**config.mk**
```make
export PLATFORM = sky130hd
export DESIGN_NAME = pipe_hazard_ctrl
export DESIGN_NICKNAME = d
export VERILOG_FILES = /design/src/rtl/pipe_hazard_ctrl.sv
export SDC_FILE = /design/constraint.sdc
export NUM_CORES = 1
export LEC_CHECK = 0
export BUFFER_PORTS_ARGS = -buffer_cell sky130_fd_sc_hd__buf_2
export CAP_MARGIN = 20
export CORE_UTILIZATION = 45
export CTS_CLUSTER_SIZE = 20
export DETAILED_ROUTE_END_ITERATION = 16
export PLACE_DENSITY = 0.75
export SYNTH_ARGS = -nofsm -noshare
export SYNTH_HDL_FRONTEND = slang
export SYNTH_SLANG_ARGS = --single-unit
```
**constraint.sdc**
```tcl
create_clock -name clk -period 2.1 [get_ports clk]
set_input_delay 0.315 -clock clk [delete_from_list [all_inputs] [get_ports clk]]
set_output_delay 0.315 -clock clk [all_outputs]
set_load 0.01 [all_outputs]
```
**src/rtl/pipe_hazard_ctrl.sv**
```systemverilog
// Stall/flush sequencer for the five-stage pipeline: per-stage stall_n/flush
// from hazard inputs, a small FSM for multi-cycle conditions, and a stall counter.
//   state    | meaning
//   RUN      | normal issue, single-cycle hazards only
//   MDU_WAIT | multi-cycle MDU op outstanding, PC/ID/EX frozen
//   REDIR    | redirect taken, discarding the in-flight wrong-path fetch
module pipe_hazard_ctrl #(
  parameter int XLEN  = 64,
  parameter int CNT_W = 16
) (
  input  logic             clk,
  input  logic             rst_n,
  input  logic [4:0]       id_rs1,
  input  logic [4:0]       id_rs2,
  input  logic             id_rs1_en,
  input  logic             id_rs2_en,
  input  logic [4:0]       ex_rd,
  input  logic             ex_rd_wen,
  input  logic             ex_is_load,
  input  logic             ex_redirect,
  input  logic             ex_mdu_start,
  input  logic             mdu_done,
  input  logic             imem_ready,
  input  logic             dmem_req,
  input  logic             dmem_ready,
  output logic             stall_n_pc,
  output logic             stall_n_id,
  output logic             stall_n_ex,
  output logic             stall_n_mem,
  output logic             stall_n_wb,
  output logic             flush_id,
  output logic             flush_ex,
  output logic             flush_mem,
  output logic             flush_wb,
  output logic [1:0]       ctrl_state,
  output logic [CNT_W-1:0] stall_cycles
);

  typedef enum logic [1:0] {
    RUN      = 2'd0,
    MDU_WAIT = 2'd1,
    REDIR    = 2'd2
  } state_t;

  state_t state, state_nxt;

  // XLEN is carried for integration only; no datapath passes through here.
  if (XLEN < 1) begin : g_xlen_check
  end

  logic mem_wait, mdu_busy, redirect, drain, load_use, fetch_wait;

  assign mem_wait   = dmem_req && !dmem_ready;
  assign mdu_busy   = !mdu_done && ((state == MDU_WAIT) || (state == RUN && ex_mdu_start));
  assign redirect   = ex_redirect && (state == RUN);
  assign drain      = (state == REDIR);
  assign load_use   = ex_is_load && ex_rd_wen && (ex_rd != 5'd0) &&
                      ((id_rs1_en && (id_rs1 == ex_rd)) || (id_rs2_en && (id_rs2 == ex_rd)));
  assign fetch_wait = !imem_ready;

  always_ff @(posedge clk or negedge rst_n) begin
    if (!rst_n) state <= RUN;
    else        state <= state_nxt;
  end

  always_comb begin
    state_nxt = state;
    case (state)
      RUN: begin
        if (ex_mdu_start && !mdu_done)     state_nxt = MDU_WAIT;
        else if (ex_redirect && stall_n_ex) state_nxt = REDIR;
      end
      MDU_WAIT: if (mdu_done)   state_nxt = RUN;
      REDIR:    if (imem_ready) state_nxt = RUN;
      default:  state_nxt = RUN;
    endcase
  end

  // Rules applied lowest priority first so each higher rule overwrites the
  // stages it owns; every rule sets both stall_n and flush of those stages.
  always_comb begin
    stall_n_pc  = 1'b1;
    stall_n_id  = 1'b1;
    stall_n_ex  = 1'b1;
    stall_n_mem = 1'b1;
    stall_n_wb  = 1'b1;
    flush_id    = 1'b0;
    flush_ex    = 1'b0;
    flush_mem   = 1'b0;
    flush_wb    = 1'b0;
    if (fetch_wait) begin
      stall_n_pc = 1'b0;
      stall_n_id = 1'b1; flush_id = 1'b1;
    end
    if (load_use) begin
      stall_n_pc = 1'b0;
      stall_n_id = 1'b0; flush_id = 1'b0;
      stall_n_ex = 1'b1; flush_ex = 1'b1;
    end
    if (drain) begin
      stall_n_pc = 1'b1;
      stall_n_id = 1'b1; flush_id = 1'b1;
    end
    if (redirect) begin
      stall_n_pc = 1'b1;
      stall_n_id = 1'b1; flush_id = 1'b1;
      stall_n_ex = 1'b1; flush_ex = 1'b1;
    end
    if (mdu_busy) begin
      stall_n_pc  = 1'b0;
      stall_n_id  = 1'b0; flush_id  = 1'b0;
      stall_n_ex  = 1'b0; flush_ex  = 1'b0;
      stall_n_mem = 1'b1; flush_mem = 1'b1;
    end
    if (mem_wait) begin
      stall_n_pc  = 1'b0;
      stall_n_id  = 1'b0; flush_id  = 1'b0;
      stall_n_ex  = 1'b0; flush_ex  = 1'b0;
      stall_n_mem = 1'b0; flush_mem = 1'b0;
      stall_n_wb  = 1'b1; flush_wb  = 1'b1;
    end
    if (!rst_n) begin
      stall_n_pc  = 1'b1;
      stall_n_id  = 1'b1;
      stall_n_ex  = 1'b1;
      stall_n_mem = 1'b1;
      stall_n_wb  = 1'b1;
      flush_id    = 1'b0;
      flush_ex    = 1'b0;
      flush_mem   = 1'b0;
      flush_wb    = 1'b0;
    end
  end

  assign ctrl_state = state;

  always_ff @(posedge clk or negedge rst_n) begin
    if (!rst_n)
      stall_cycles <= '0;
    else if (!stall_n_pc && (stall_cycles != {CNT_W{1'b1}}))
      stall_cycles <= stall_cycles + CNT_W'(1);
  end

endmodule

```
## After elaboration in Yosys (flattened, before gate mapping)

Cells that the tools add are included.

| cells by class | value |
|---|---|
| add/subtract/negate cells | 1 |
| equal/unequal tests | 8 |
| muxes and demuxes | 40 |
| reduce and logical (&&, ||, !) cells | 20 |

Operators with widths:

| operator | count |
|---|---|
| 1-bit two-way mux | 35 |
| 16-bit by 1-bit adder with 16-bit output (second input constant) | 1 |
| 16-bit inequality test (second input constant) | 1 |
| 1-bit logical AND | 12 |
| 5-bit == test | 2 |
| 2-bit two-way mux | 4 |
| 2-bit case mux with 3 select lines | 1 |
| 5-bit nonzero test | 1 |
| 2-bit inequality test (second input constant) | 2 |
| 1-bit zero test | 3 |
| 3-bit by 1-bit inequality test with 1-bit output (second input constant) | 1 |
| 3-bit AND reduction | 1 |
| 2-bit by 1-bit == test with 1-bit output (second input constant) | 1 |
| 2-bit == test (second input constant) | 1 |
| 2-bit zero test | 1 |
| 1-bit logical OR | 2 |

| word-level totals | value |
|---|---|
| register bits after elaboration | 18 |
| input bits | 27 |
| output and inout bits | 27 |
| word-level logic and storage cells | 71 |

## Logic depth before layout (Yosys ltp)

Gate-level depths: netlist of the first run.

| depth | value |
|---|---|
| depth after elaboration | 12 |
| gate-level depth with buffers | 8 |

## Worst setup path after synthesis of the first run

Ideal clock, no wire load.

| path | value |
|---|---|
| path type | input port to flip-flop |
| from | input ex_rd[1] |
| to | register stall_cycles[1] |
| data arrival time | 1,759 ps |
| path slack | 213 ps |
| stages on the path | 6 |
| buffers on the path | 0 |
| cell sequence | or4_1 > o211ai_2 > nor2_1 > a21oi_4 > or2_2 > mux2_1 |

| between the ends | value |
|---|---|
| cells in the longest elaborated chain, start to end | 12 |
| elaborated cells on any way between the ends | 16 |

Ends and longest elaborated chain:

| what | RTL line | source |
|---|---|---|
| start: declaration | 17 | `input logic [4:0] ex_rd,` |
| 5-bit == test | 58 | `((id_rs1_en && (id_rs1 == ex_rd)) \|\| (id_rs2_en && (id_rs2 == ex_rd)));` |
| 1-bit logical AND | 58 |  |
| 1-bit logical OR | 58 |  |
| 1-bit logical AND * | 57 | `assign load_use = ex_is_load && ex_rd_wen && (ex_rd != 5'd0) &&` |
| 1-bit two-way mux * | 95 | `if (load_use) begin` |
| 1-bit two-way mux * | 100 | `if (drain) begin` |
| 1-bit two-way mux * | 104 | `if (redirect) begin` |
| 1-bit two-way mux * | 109 | `if (mdu_busy) begin` |
| 1-bit two-way mux * | 115 | `if (mem_wait) begin` |
| 1-bit two-way mux * | 122 | `if (!rst_n) begin` |
| 1-bit zero test * | 140 | `else if (!stall_n_pc && (stall_cycles != {CNT_W{1'b1}}))` |
| 1-bit logical AND * | 140 |  |
| end signal: assignment | 141 | `stall_cycles <= stall_cycles + CNT_W'(1);` |
| end: declaration | 36 | `output logic [CNT_W-1:0] stall_cycles` |

Every way passes the cells marked *; elsewhere a longest branch is shown, timed or not.
A chain may end at the register's enable or synchronous reset.

## Worst setup path after layout of the first run

| path | value |
|---|---|
| from | input ex_rd[1] |
| to | output stall_n_pc |

| between the ends | value |
|---|---|
| cells in the longest elaborated chain, start to end | 10 |
| elaborated cells on any way between the ends | 14 |

Ends and longest elaborated chain:

| what | RTL line | source |
|---|---|---|
| 5-bit == test | 58 |  |
| 1-bit logical AND | 58 |  |
| 1-bit logical OR | 58 |  |
| 1-bit logical AND * | 57 |  |
| 1-bit two-way mux * | 95 |  |
| 1-bit two-way mux * | 100 |  |
| 1-bit two-way mux * | 104 |  |
| 1-bit two-way mux * | 109 |  |
| 1-bit two-way mux * | 115 |  |
| 1-bit two-way mux * | 122 |  |
| end: declaration | 26 | `output logic stall_n_pc,` |

Marks and branches as above.

==> results of run 1 <==
==> how the worst max path moves through the flow <==
stage | start | to | slack (ps) | cells past startpoint
after floorplan | ex_rd[1] | stall_cycles[1] | 210 | 6
after global placement | ex_rd[1] | stall_cycles[12] | 10 | 8
after detailed placement | ex_rd[1] | stall_cycles[12] | -60 | 8
after CTS | ctrl_state[1] | stall_cycles[1] | 50 | 7
after global routing | ex_rd[1] | stall_n_pc | 0.7 | 7
final | ex_rd[1] | stall_n_pc | 50 | 7
==> power by group through the flow <==
| stage | sequential [µW] | clock, µW | combinational [µW] |
|---|---|---|---|
| 2_1_floorplan | 547 | 0 | 177 |
| 3_3_place_gp | 517 | 0 | 371 |
| 5_1_grt | 529 | 238 | 446 |
| 4_1_cts | 517 | 218 | 392 |
| 6_report | 518 | 207 | 403 |
| 3_5_place_dp | 524 | 0 | 387 |
==> per-layer routing <==
metal / vias to the layer above / GRT usage / part of all wire / wire length, µm
met5: - / 0 / 0 / 0
met2: 32 / 0.382 / 0.52 / 1430
li1: 542 / - / - / -
met1: 532 / 0.236 / 0.43 / 1170
met3: 4 / 0.0406 / 0.040 / 110
met4: 0 / 0.110 / 0.012 / 34
==> cells in the mapped netlist (2+ instances only) <==
library cell               number
sky130_fd_sc_hd__nand4_1        2
sky130_fd_sc_hd__inv_1          2
sky130_fd_sc_hd__and3_1         3
sky130_fd_sc_hd__nor4_2         4
sky130_fd_sc_hd__xor2_1        12
sky130_fd_sc_hd__nor3_1         4
sky130_fd_sc_hd__nand2b_1       2
sky130_fd_sc_hd__nor4_1         3
sky130_fd_sc_hd__dfrtp_1       18
sky130_fd_sc_hd__nor2_1         9
sky130_fd_sc_hd__nand3_1        7
sky130_fd_sc_hd__xnor2_1       12
sky130_fd_sc_hd__nor4b_1        3
sky130_fd_sc_hd__nor2b_1        3
sky130_fd_sc_hd__nand2_1       15
==> sequential cells by signal (all words and copies together), names as in the netlist <==
signal / cells
stall_cycles: 16
ctrl_state: 2
==> stage by stage <==
stage               setup TNS [ps]  cell area (µm²)   util  cells  setup slack (ps)
finish                           0             1590  0.646    212              52.4
global placement                 0             1490  0.608    205              13.5
detailed placement           -93.1             1490  0.608    205             -57.4
CTS                              0             1540  0.625    210              47.1
global route                     0             1590  0.646    212             0.672
floorplan                        0             1160      -    120               213
==> critical path: cells and delay by family <==
family / cells / cell delay (ps)
buffers and inverters: 3 / 390
AO/OA/AOI/OAI: 2 / 400
AND/OR/NAND/NOR: 2 / 630
==> what timing repair did <==
item	CTS	global route
resized for setup	0	7
pin swaps	1	2
hold buffers	0	0
buffers inserted	1	2
endpoints found under the hold margin	0	0
setup endpoints to repair	1	3
==> kinds of logic after synthesis <==
group | Yosys count | synth area share
and+or+nand+nor | 59 | 0.288
xor gates and xnor gates | 24 | 0.181
DFF | 18 | 0.388
AOI/OAI and AO/OA | 9 | 0.0690
buffers and inverters | 5 | 0.0270
muxes | 3 | 0.0324
adders and majority gates | 1 | 0.0108
other | 1 | 0.00323
==> layout make-up <==
cell class | instances | share of cell area
clock buffers | 4 | 0.0229
flip-flops and latches | 18 | 0.284
inverters | 2 | 0.00474
multi-input cells | 97 | 0.450
well taps | 30 | 0.0237
repair buffers | 61 | 0.215
==> impl_summary.log, run 1 <==
[metrics] maximum fanout encountered on the critical timing path: 10
[metrics] DRT Pass-1 Iters: 4
[metrics] P_sw: 397 µW
[metrics] number of placement rows: 18
[metrics] Top FF cell, synth: sky130_fd_sc_hd__dfrtp_1
[metrics] via count: 1110
[metrics] cell area after synthesis: 0.00116 mm²
[metrics] average detailed-routed wire length per instance: 12.9 µm
[metrics] total count of hold-check failures in the final report: 0
[metrics] combinational cell fraction of total power: 0.357
[metrics] clock tree from TritonCTS: done
[metrics] Global Route Usage Sum: 0.214
[metrics] clock network latency to the later pin of the worst-skew pair: between 200 and 300 ps
[metrics] clock network power share: 0.183
[metrics] average instance area after synthesis: 9.67 µm²
[metrics] initial standard-cell utilization of the core: 0.472
[metrics] Chip Height: 52.8 µm
[metrics] static power due to leakage: 0.000776 µW
[metrics] Reg2Reg Depth: 6
[metrics] Worst R2R Setup Slack: ~80 ps
[metrics] power density cells: 711 mW/mm²
[metrics] buffers from clock root to sink, at most: 2
[metrics] Register Area: 450 µm²
[metrics] CP Data Arrival Time: 1730 ps
[metrics] Total Die Area: 0.00278 mm²
[metrics] leading post-synthesis cells by cell area: sky130_fd_sc_hd__dfrtp_1, sky130_fd_sc_hd__xnor2_1, sky130_fd_sc_hd__xor2_1
[metrics] first-pass GRT wire length: 4350 µm
[metrics] last weighted congestion value of the routability-driven placer: 0.842
[metrics] Crit Path Class: input pin to output port
[metrics] Hold WS: 28.2 ps
[metrics] relative area change from synthesis to final layout: 36.7%
[metrics] remaining number of nets flagged by the antenna check after routing: 0
[metrics] final slew viol count: 0
[metrics] number of setup violations in the final report: 0
[metrics] share of post-route cells with drive strength above 1: 0.445
[metrics] required time reported for the critical path endpoint: 1780 ps
[metrics] root cell of the clock tree: sky130_fd_sc_hd__clkbuf_4
[metrics] Achievable Freq: ~490 MHz
[metrics] cell breakdown of the critical path: buf_2 > or4_4 > o211ai_4 > nor2_2 > a21oi_4 > buf_12 > buf_2
[metrics] final setup skew: approximately 4.8 ps
[metrics] CTS H-tree depth: 1
[metrics] worst ir drop on vdd: around 0.74 mV
[metrics] net total in the final layout: 211
[metrics] clock-pin slew on the worst setup and hold paths: around 100 ps
[metrics] final critical-path required period: about 2000 ps
[metrics] Worst Hold Class: input pin to async pin
[metrics] Critical R2R Launch: ctrl_state[1]
[metrics] die span in x: 52.8 µm
[metrics] Worst Setup Start Kind: input pin
[metrics] crit-path most repeated cell: sky130_fd_sc_hd__buf_2
[metrics] RSZ-0062 raised after global routing: false
[metrics] sinks on the clock net: 18
[metrics] total of flip-flops plus latches after synthesis: 18
[metrics] number of synthesized flops with an enable pin: 0
[metrics] number of ports placed on the die boundary: 54
[metrics] run status: completed
[metrics] kind of end point of the critical path: output port
[metrics] Cell variety after synth: 36
[metrics] async set-reset flop share out of synthesis: 1.00
[metrics] Final HPWL DP: approximately 2200 µm
[metrics] number of DRC markers after the initial detailed-route iteration: 15
[metrics] core outline area: 0.00245 mm²
[metrics] count of fill cells added during filler insertion: 223
[metrics] total chip power: 1130 µW
[metrics] cell count after synthesis: 120
[metrics] top cell type by total area after synthesis: sky130_fd_sc_hd__dfrtp_1
[metrics] max-cap viol count: 0
[metrics] post-synthesis sequential area ratio: 0.388
[metrics] longest individual stage delay on the worst path: around 550 ps
[metrics] warnings from Yosys: 0
[metrics] count of input and output buffers: between 50 and 60
[metrics] most common cell after layout, fill and taps aside: sky130_fd_sc_hd__buf_2
[metrics] aggregate global routing overflow: 0
[metrics] DR DRC count: 0
[metrics] area taken by multi-input logic gates: 713 µm²
[metrics] syn nets: between 100 and 150
[metrics] Critical Path Slowest Stage Cell: sky130_fd_sc_hd__or4_4
[metrics] number of inserted diodes: 0
[metrics] Internal Power: about 730 µW
[metrics] area share of the largest cell type after synthesis: 0.388
[metrics] via count of the first global-routing pass: 1049
[metrics] number of CTS-inserted buffers: 3
[metrics] final worst-path cycle share: 0.975
[metrics] endpoint of the lowest-slack register-to-register path: stall_cycles[1]
[metrics] antenna violations before repair: 0
[metrics] number of vias per cell after detailed routing: 5.24
[metrics] sequential power share: 0.459
[metrics] total wire length after detailed routing: ~2700 µm
[metrics] leading cell types in the layout, fill and taps excluded: sky130_fd_sc_hd__buf_2, sky130_fd_sc_hd__dfrtp_1, sky130_fd_sc_hd__nand2_1
[metrics] switching share of power: 0.352
[metrics] maximum number of pins on one net before global-route repair: 25
No activity file was read; power rests on OpenSTA's default activity.
==> run 2: changes to the inputs <==
CORE_UTILIZATION = 46   (was 45)
PLACE_DENSITY = 0.76   (was 0.75)
==> run 2 against run 1 <==
Compared with the run above:
- register-to-register slack about the same
- worst hold slack improved by 210 ps
- global-route usage increased by 0.68 points
- power decreased by 0.67%
- flip-flop and latch count unchanged
- non-clock buffer count unchanged
- maximum frequency increased by 1.0%
- worst setup slack improved by 21 ps
- routed wire length decreased by 4.5%
- cell area decreased by 1.1%
- sequential share of layout area increased by 0.32 points
- via count decreased by 3.3%
==> impl_summary.log, run 2 (synthesis results as in run 1) <==
[metrics] Worst Hold Class: input pin to flip-flop
[metrics] Total Die Area: 0.00273 mm²
[metrics] via count: 1073
[metrics] RSZ-0062 raised after global routing: true
[metrics] number of vias per cell after detailed routing: 5.11
[metrics] Final HPWL DP: ~2100 µm
[metrics] final setup skew: ~1 ps
[metrics] register with the highest flop count: stall_cycles
[metrics] CP Data Arrival Time: 2220 ps
[metrics] worst ir drop on vdd: 0.778 mV
[metrics] DR DRC count: 0
[metrics] most common cell after layout, fill and taps aside: sky130_fd_sc_hd__buf_2
[metrics] endpoint of the lowest-slack register-to-register path: stall_cycles[1]
[metrics] power density cells: 715 mW/mm²
[metrics] count of input and output buffers: 52
[metrics] Critical R2R Launch: ctrl_state[1]
[metrics] buffers from clock root to sink, at most: 2
[metrics] Crit Path Class: flip-flop to flip-flop
[metrics] clock network latency to the later pin of the worst-skew pair: ~300 ps
[metrics] final instance count without filler cells: 210
[metrics] core outline area: 0.00230 mm²
[metrics] first-pass GRT wire length: 4380 µm
[metrics] Final Worst Setup Slack: 73.6 ps
[metrics] static power due to leakage: 0.000772 µW
[metrics] final critical-path required period: slightly above 2000 ps
[metrics] run status: completed
[metrics] number of ports placed on the die boundary: between 50 and 60
[metrics] Worst Setup Start Kind: flip-flop
[metrics] clock network power share: 0.191
[metrics] sinks on the clock net: 18
[metrics] total chip power: 1120 µW
[metrics] met3 capacity usage during global routing: 0.0551
[metrics] combinational cell fraction of total power: 0.348
[metrics] longest individual stage delay on the worst path: 480 ps
[metrics] sum of buffers and inverters on the critical path: 1
[metrics] leading cell types in the layout, fill and taps excluded: sky130_fd_sc_hd__buf_2, sky130_fd_sc_hd__dfrtp_1, sky130_fd_sc_hd__nand2_1
[metrics] remaining number of nets flagged by the antenna check after routing: 0
[metrics] aggregate global routing overflow: 0
[metrics] number of CTS-inserted buffers: 3
[metrics] Global Route Usage Sum: 0.220
[metrics] number of inserted diodes: 0
[metrics] global routing usage on met2: 0.376
[metrics] Critical Path Slowest Stage Cell: sky130_fd_sc_hd__dfrtp_1
[metrics] final worst-path cycle share: 0.965
[metrics] relative area change from synthesis to final layout: 35.2%
[metrics] total wire length after detailed routing: 2620 µm
[metrics] global-route layer with the greatest usage: met2
[metrics] sequential power share: 0.461
[metrics] average detailed-routed wire length per instance: roughly 12 µm
[metrics] logic depth of the worst setup path including buffers: 6
[metrics] Endpoint, Worst Hold: ctrl_state[0]
[metrics] number of setup violations in the final report: 0
[metrics] root cell of the clock tree: sky130_fd_sc_hd__clkbuf_4
[metrics] P_sw: 397 µW
[metrics] Setup WS pre-CTS: -30.3 ps
[metrics] antenna violations before repair: 0
[metrics] Internal Power: approximately 720 µW
[metrics] via count of the first global-routing pass: 1042
[metrics] maximum fanout encountered on the critical timing path: 6
[metrics] Worst R2R Setup Slack: 70 ps
[metrics] last weighted congestion value of the routability-driven placer: 0.839
[metrics] net total in the final layout: between 200 and 250
[metrics] clock tree from TritonCTS: done
[metrics] number of DRC markers after the initial detailed-route iteration: 7
[metrics] DRT Pass-1 Iters: 4
[metrics] switching share of power: 0.355
[metrics] cell breakdown of the critical path: o31ai_2 > o21a_1 > a21oi_4 > buf_4 > or2_2 > mux2_1
[metrics] die span in x: 52.2 µm
[metrics] Post-Layout Inst Area: 0.00157 mm²
[metrics] flip-flop count of the largest register, all copies and words added: 16
[metrics] final slew viol count: 0
[metrics] clock-pin slew on the worst setup and hold paths: 100 ps
[metrics] hold path cells: 2
[metrics] required time reported for the critical path endpoint: 2290 ps
[metrics] initial standard-cell utilization of the core: 0.505
[metrics] kind of cell with the highest combined delay on the critical path: compound AO/OA/AOI/OAI gates
[metrics] maximum number of pins on one net before global-route repair: 21
[metrics] Achievable Freq: 493 MHz
[metrics] share of post-route cells with drive strength above 1: 0.423
[metrics] CTS H-tree depth: 1
[metrics] kind of end point of the critical path: flip-flop
[metrics] Placed Instance Area: between 0.001 and 0.0015 mm²
[metrics] number of placement rows: 17
[metrics] Worst Min Path Start: mdu_done
[metrics] total count of hold-check failures in the final report: 0
[metrics] Placed Instances: ~200
[metrics] max-cap viol count: 0
[metrics] met1 track demand over resource in global routing: 0.278
[metrics] Chip Height: 52.2 µm
[metrics] Reg2Reg Depth: 6
==> run 2: worst max path at each step <==
stage | start | endpoint | slack, ps
after global routing | ex_rd[1] | flush_id | -30
final | ctrl_state[1] | stall_cycles[1] | 70
after global placement | ex_rd[1] | stall_cycles[12] | 20
after CTS | ctrl_state[0] | stall_n_pc | 30
after detailed placement | ex_rd[1] | stall_cycles[12] | -30
after floorplan | ex_rd[1] | stall_cycles[1] | 210
==> run 2: cell type report <==
type | instances | area, µm²
tap | 28 | 35.0
multi-input combinational | 97 | 696
timing repair buffer | 61 | 343
fill | 180 | 729
clock buffer | 4 | 36.3
sequential | 18 | 450
inverter | 2 | 7.51
==> run 2: per-layer routing <==
layer	routed length, µm	vias to the layer above
met5	0	-
met4	21	0
met3	143	4
met2	1280	32
met1	1170	500
li1	-	537
==> run 2: through the flow <==
step	TNS, ps	utilization	hold WS [ps]
finish	0	0.682	238
CTS	0	0.674	232
global placement	0	0.648	151
detailed placement	-93.9	0.648	152
global route	-45.1	0.682	252
floorplan	0	-	19.4
==> run 2: timing repair <==
item | in CTS | in global routing
setup buffers | 1 | 1
hold buffers | 1 | 0
pin swaps | 0 | 1
resized for setup | 1 | 2
gates cloned | 0 | 0
endpoints found under the hold margin | 4 | 0
setup endpoints to repair | 2 | 3
==> run 2: power groups by stage <==
stage / sequential (µW) / combinational (µW) / clock, µW
floorplan: 547 / 177 / 0
global placement: 514 / 367 / 0
detailed placement: 522 / 380 / 0
CTS: 515 / 388 / 220
global route: 529 / 433 / 225
finish: 516 / 390 / 214
==> run 3: changes to the inputs <==
BUFFER_PORTS_ARGS = -buffer_cell sky130_fd_sc_hd__buf_4   (was -buffer_cell sky130_fd_sc_hd__buf_2)
CORE_ASPECT_RATIO = 1.75   (was not set)
==> run 3 against run 2 <==
Compared with the run above:
- flip-flop and latch count stayed put
- worst hold slack better by 36 ps
- clock skew is 1.2 ps higher
- first-iteration DRC count grew to 2.6 times the previous value
- cell area is 13% higher
- worst setup slack worse by 47 ps
- routed wire length is 8.7% higher
- register-to-register slack better by 90 ps
- critical path type is now input pin to output port
- die area is 0.29% higher
- sequential share of layout area is 3.2 points lower
- utilization is 7.4 points higher
- count of clock-buffer cells in the layout is 1 lower
==> impl_summary.log, run 3 (synthesis results as in run 1) <==
[metrics] run status: completed
[metrics] CTS H-tree depth: 1
[metrics] Crit. Startpoint: ex_rd[2]
[metrics] leading cell types in the layout, fill and taps excluded: sky130_fd_sc_hd__buf_4, sky130_fd_sc_hd__dfrtp_1, sky130_fd_sc_hd__nand2_1
[metrics] Worst Setup Start Kind: input pin
[metrics] first-pass GRT wire length: about 4300 µm
[metrics] Final Worst Setup Slack: between 20 and 30 ps
[metrics] share of post-route cells with drive strength above 1: 0.462
[metrics] average detailed-routed wire length per instance: between 10 and 15 µm
[metrics] max-cap viol count: 0
[metrics] relative area change from synthesis to final layout: 52.1%
[metrics] clock-pin slew on the worst setup and hold paths: 60 ps
[metrics] number of setup violations in the final report: 0
[metrics] number of inserted diodes: 0
[metrics] Achievable Freq: 482 MHz
[metrics] required time reported for the critical path endpoint: 1780 ps
[metrics] initial standard-cell utilization of the core: 0.498
[metrics] aggregate global routing overflow: 0
[metrics] remaining number of nets flagged by the antenna check after routing: 0
[metrics] CP Data Arrival Time: 1760 ps
[metrics] Post-Layout Inst Area: 0.00176 mm²
[metrics] clock network latency to the later pin of the worst-skew pair: between 200 and 300 ps
[metrics] Setup WS pre-CTS: -65.8 ps
[metrics] clock tree from TritonCTS: done
[metrics] last weighted congestion value of the routability-driven placer: approximately 0.75
[metrics] Final HPWL DP: 2220 µm
[metrics] via count of the first global-routing pass: 1033
[metrics] Register Area: 450 µm²
[metrics] total negative slack: 0 ps
[metrics] final instance count without filler cells: 211
[metrics] Chip Height: 68.4 µm
[metrics] Total Die Area: between 0.002 and 0.003 mm²
[metrics] capture point of the critical path: stall_n_pc
[metrics] area taken by multi-input logic gates: 724 µm²
[metrics] Crit Path Class: input pin to output port
[metrics] DRT Pass-1 Iters: 4
[metrics] flip-flop count of the largest register, all copies and words added: 16
[metrics] maximum number of pins on one net before global-route repair: 16
[metrics] endpoint of the lowest-slack register-to-register path: stall_cycles[1]
[metrics] static power due to leakage: 0.000841 µW
[metrics] Critical R2R Launch: ctrl_state[1]
[metrics] final setup skew: 2.19 ps
[metrics] core outline area: roughly 0.0023 mm²
[metrics] DR DRC count: 0
[metrics] sinks on the clock net: 18
[metrics] total chip power: 1220 µW
[metrics] total count of hold-check failures in the final report: 0
[metrics] Worst R2R Setup Slack: 160 ps
[metrics] antenna violations before repair: 0
[metrics] count of input and output buffers: 52
[metrics] kind of end point of the critical path: output port
[metrics] root cell of the clock tree: sky130_fd_sc_hd__clkbuf_8
[metrics] number of CTS-inserted buffers: 3
[metrics] via count: 1123
[metrics] total wire length after detailed routing: 2840 µm
[metrics] final critical-path required period: 2070 ps
[metrics] number of DRC markers after the initial detailed-route iteration: 18
[metrics] final worst-path cycle share: 0.987
[metrics] final slew viol count: 0
[metrics] Worst Hold Class: input pin to flip-flop
[metrics] number of vias per cell after detailed routing: 5.32
[metrics] Placed Instances: between 200 and 250
[metrics] worst ir drop on vdd: 0.558 mV
[metrics] buffers from clock root to sink, at most: 2
[metrics] most common cell after layout, fill and taps aside: sky130_fd_sc_hd__buf_4
[metrics] die span in x: approximately 40 µm
[metrics] Global Route Usage Sum: 0.226
[metrics] maximum fanout encountered on the critical timing path: 7
[metrics] Placed Instance Area: 0.00163 mm²
[metrics] number of placement rows: 23
[metrics] number of ports placed on the die boundary: 54
[metrics] power density cells: roughly 690 mW/mm²
[metrics] Reg2Reg Depth: 7
[metrics] net total in the final layout: 216
[metrics] count of fill cells added during filler insertion: 165
[metrics] register with the highest flop count: stall_cycles
==> run 3: how the worst min path moves through the flow <==
| stage | start | endpoint | slack (ps) | cells after the start |
|---|---|---|---|---|
| floorplan | rst_n | ctrl_state[0] | 20 | 0 |
| global placement | rst_n | stall_cycles[10] | 160 | 1 |
| detailed placement | rst_n | stall_cycles[9] | 150 | 1 |
| CTS | mdu_done | ctrl_state[0] | 270 | 2 |
| global route | mdu_done | ctrl_state[0] | 280 | 2 |
| finish | mdu_done | ctrl_state[0] | 270 | 2 |
==> run 3: cell type report <==
cell class	count	share of cell area
multi-input cells	97	0.411
repair buffers	66	0.289
flip-flops and latches	18	0.255
clock buffers	3	0.0234
well taps	25	0.0177
inverters	2	0.00426
==> run 3: report_power, final <==
part	total (µW)	internal (µW)	leakage, µW	switching [µW]
Combinational	461	262	0.000593	200
Sequential	522	425	0.000227	96.8
Clock	232	127	0.0000216	105
==> run 3: critical path, stage by stage <==
cell	delay (ps)
sky130_fd_sc_hd__buf_4	130
sky130_fd_sc_hd__or4_4	520
sky130_fd_sc_hd__o211ai_4	260
sky130_fd_sc_hd__nor2_2	70
sky130_fd_sc_hd__a21oi_4	210
sky130_fd_sc_hd__buf_6	150
sky130_fd_sc_hd__buf_6	100
==> run 3: what timing repair did <==
action,in CTS,in global routing
pin swaps,1,5
hold endpoints to repair,9,0
hold buffers,1,0
setup endpoints to repair,2,4
resized for setup,2,10
gates cloned,0,0
buffers inserted,0,4
==> run 3: routing by layer <==
metal  vias to the layer above  global-route usage  routed length, µm
met5                         -                   0                  0
met1                       532               0.231               1030
met2                        41               0.417               1590
met3                         5              0.0325                172
li1                        545                   -                  -
met4                         0               0.103                 51
==> run 3: stage by stage <==
stage                      util  hold slack (ps)
after floorplan               -             19.4
after global placement    0.697              156
after detailed placement  0.697              153
after CTS                 0.724              270
after global routing      0.757              280
final                     0.757              274
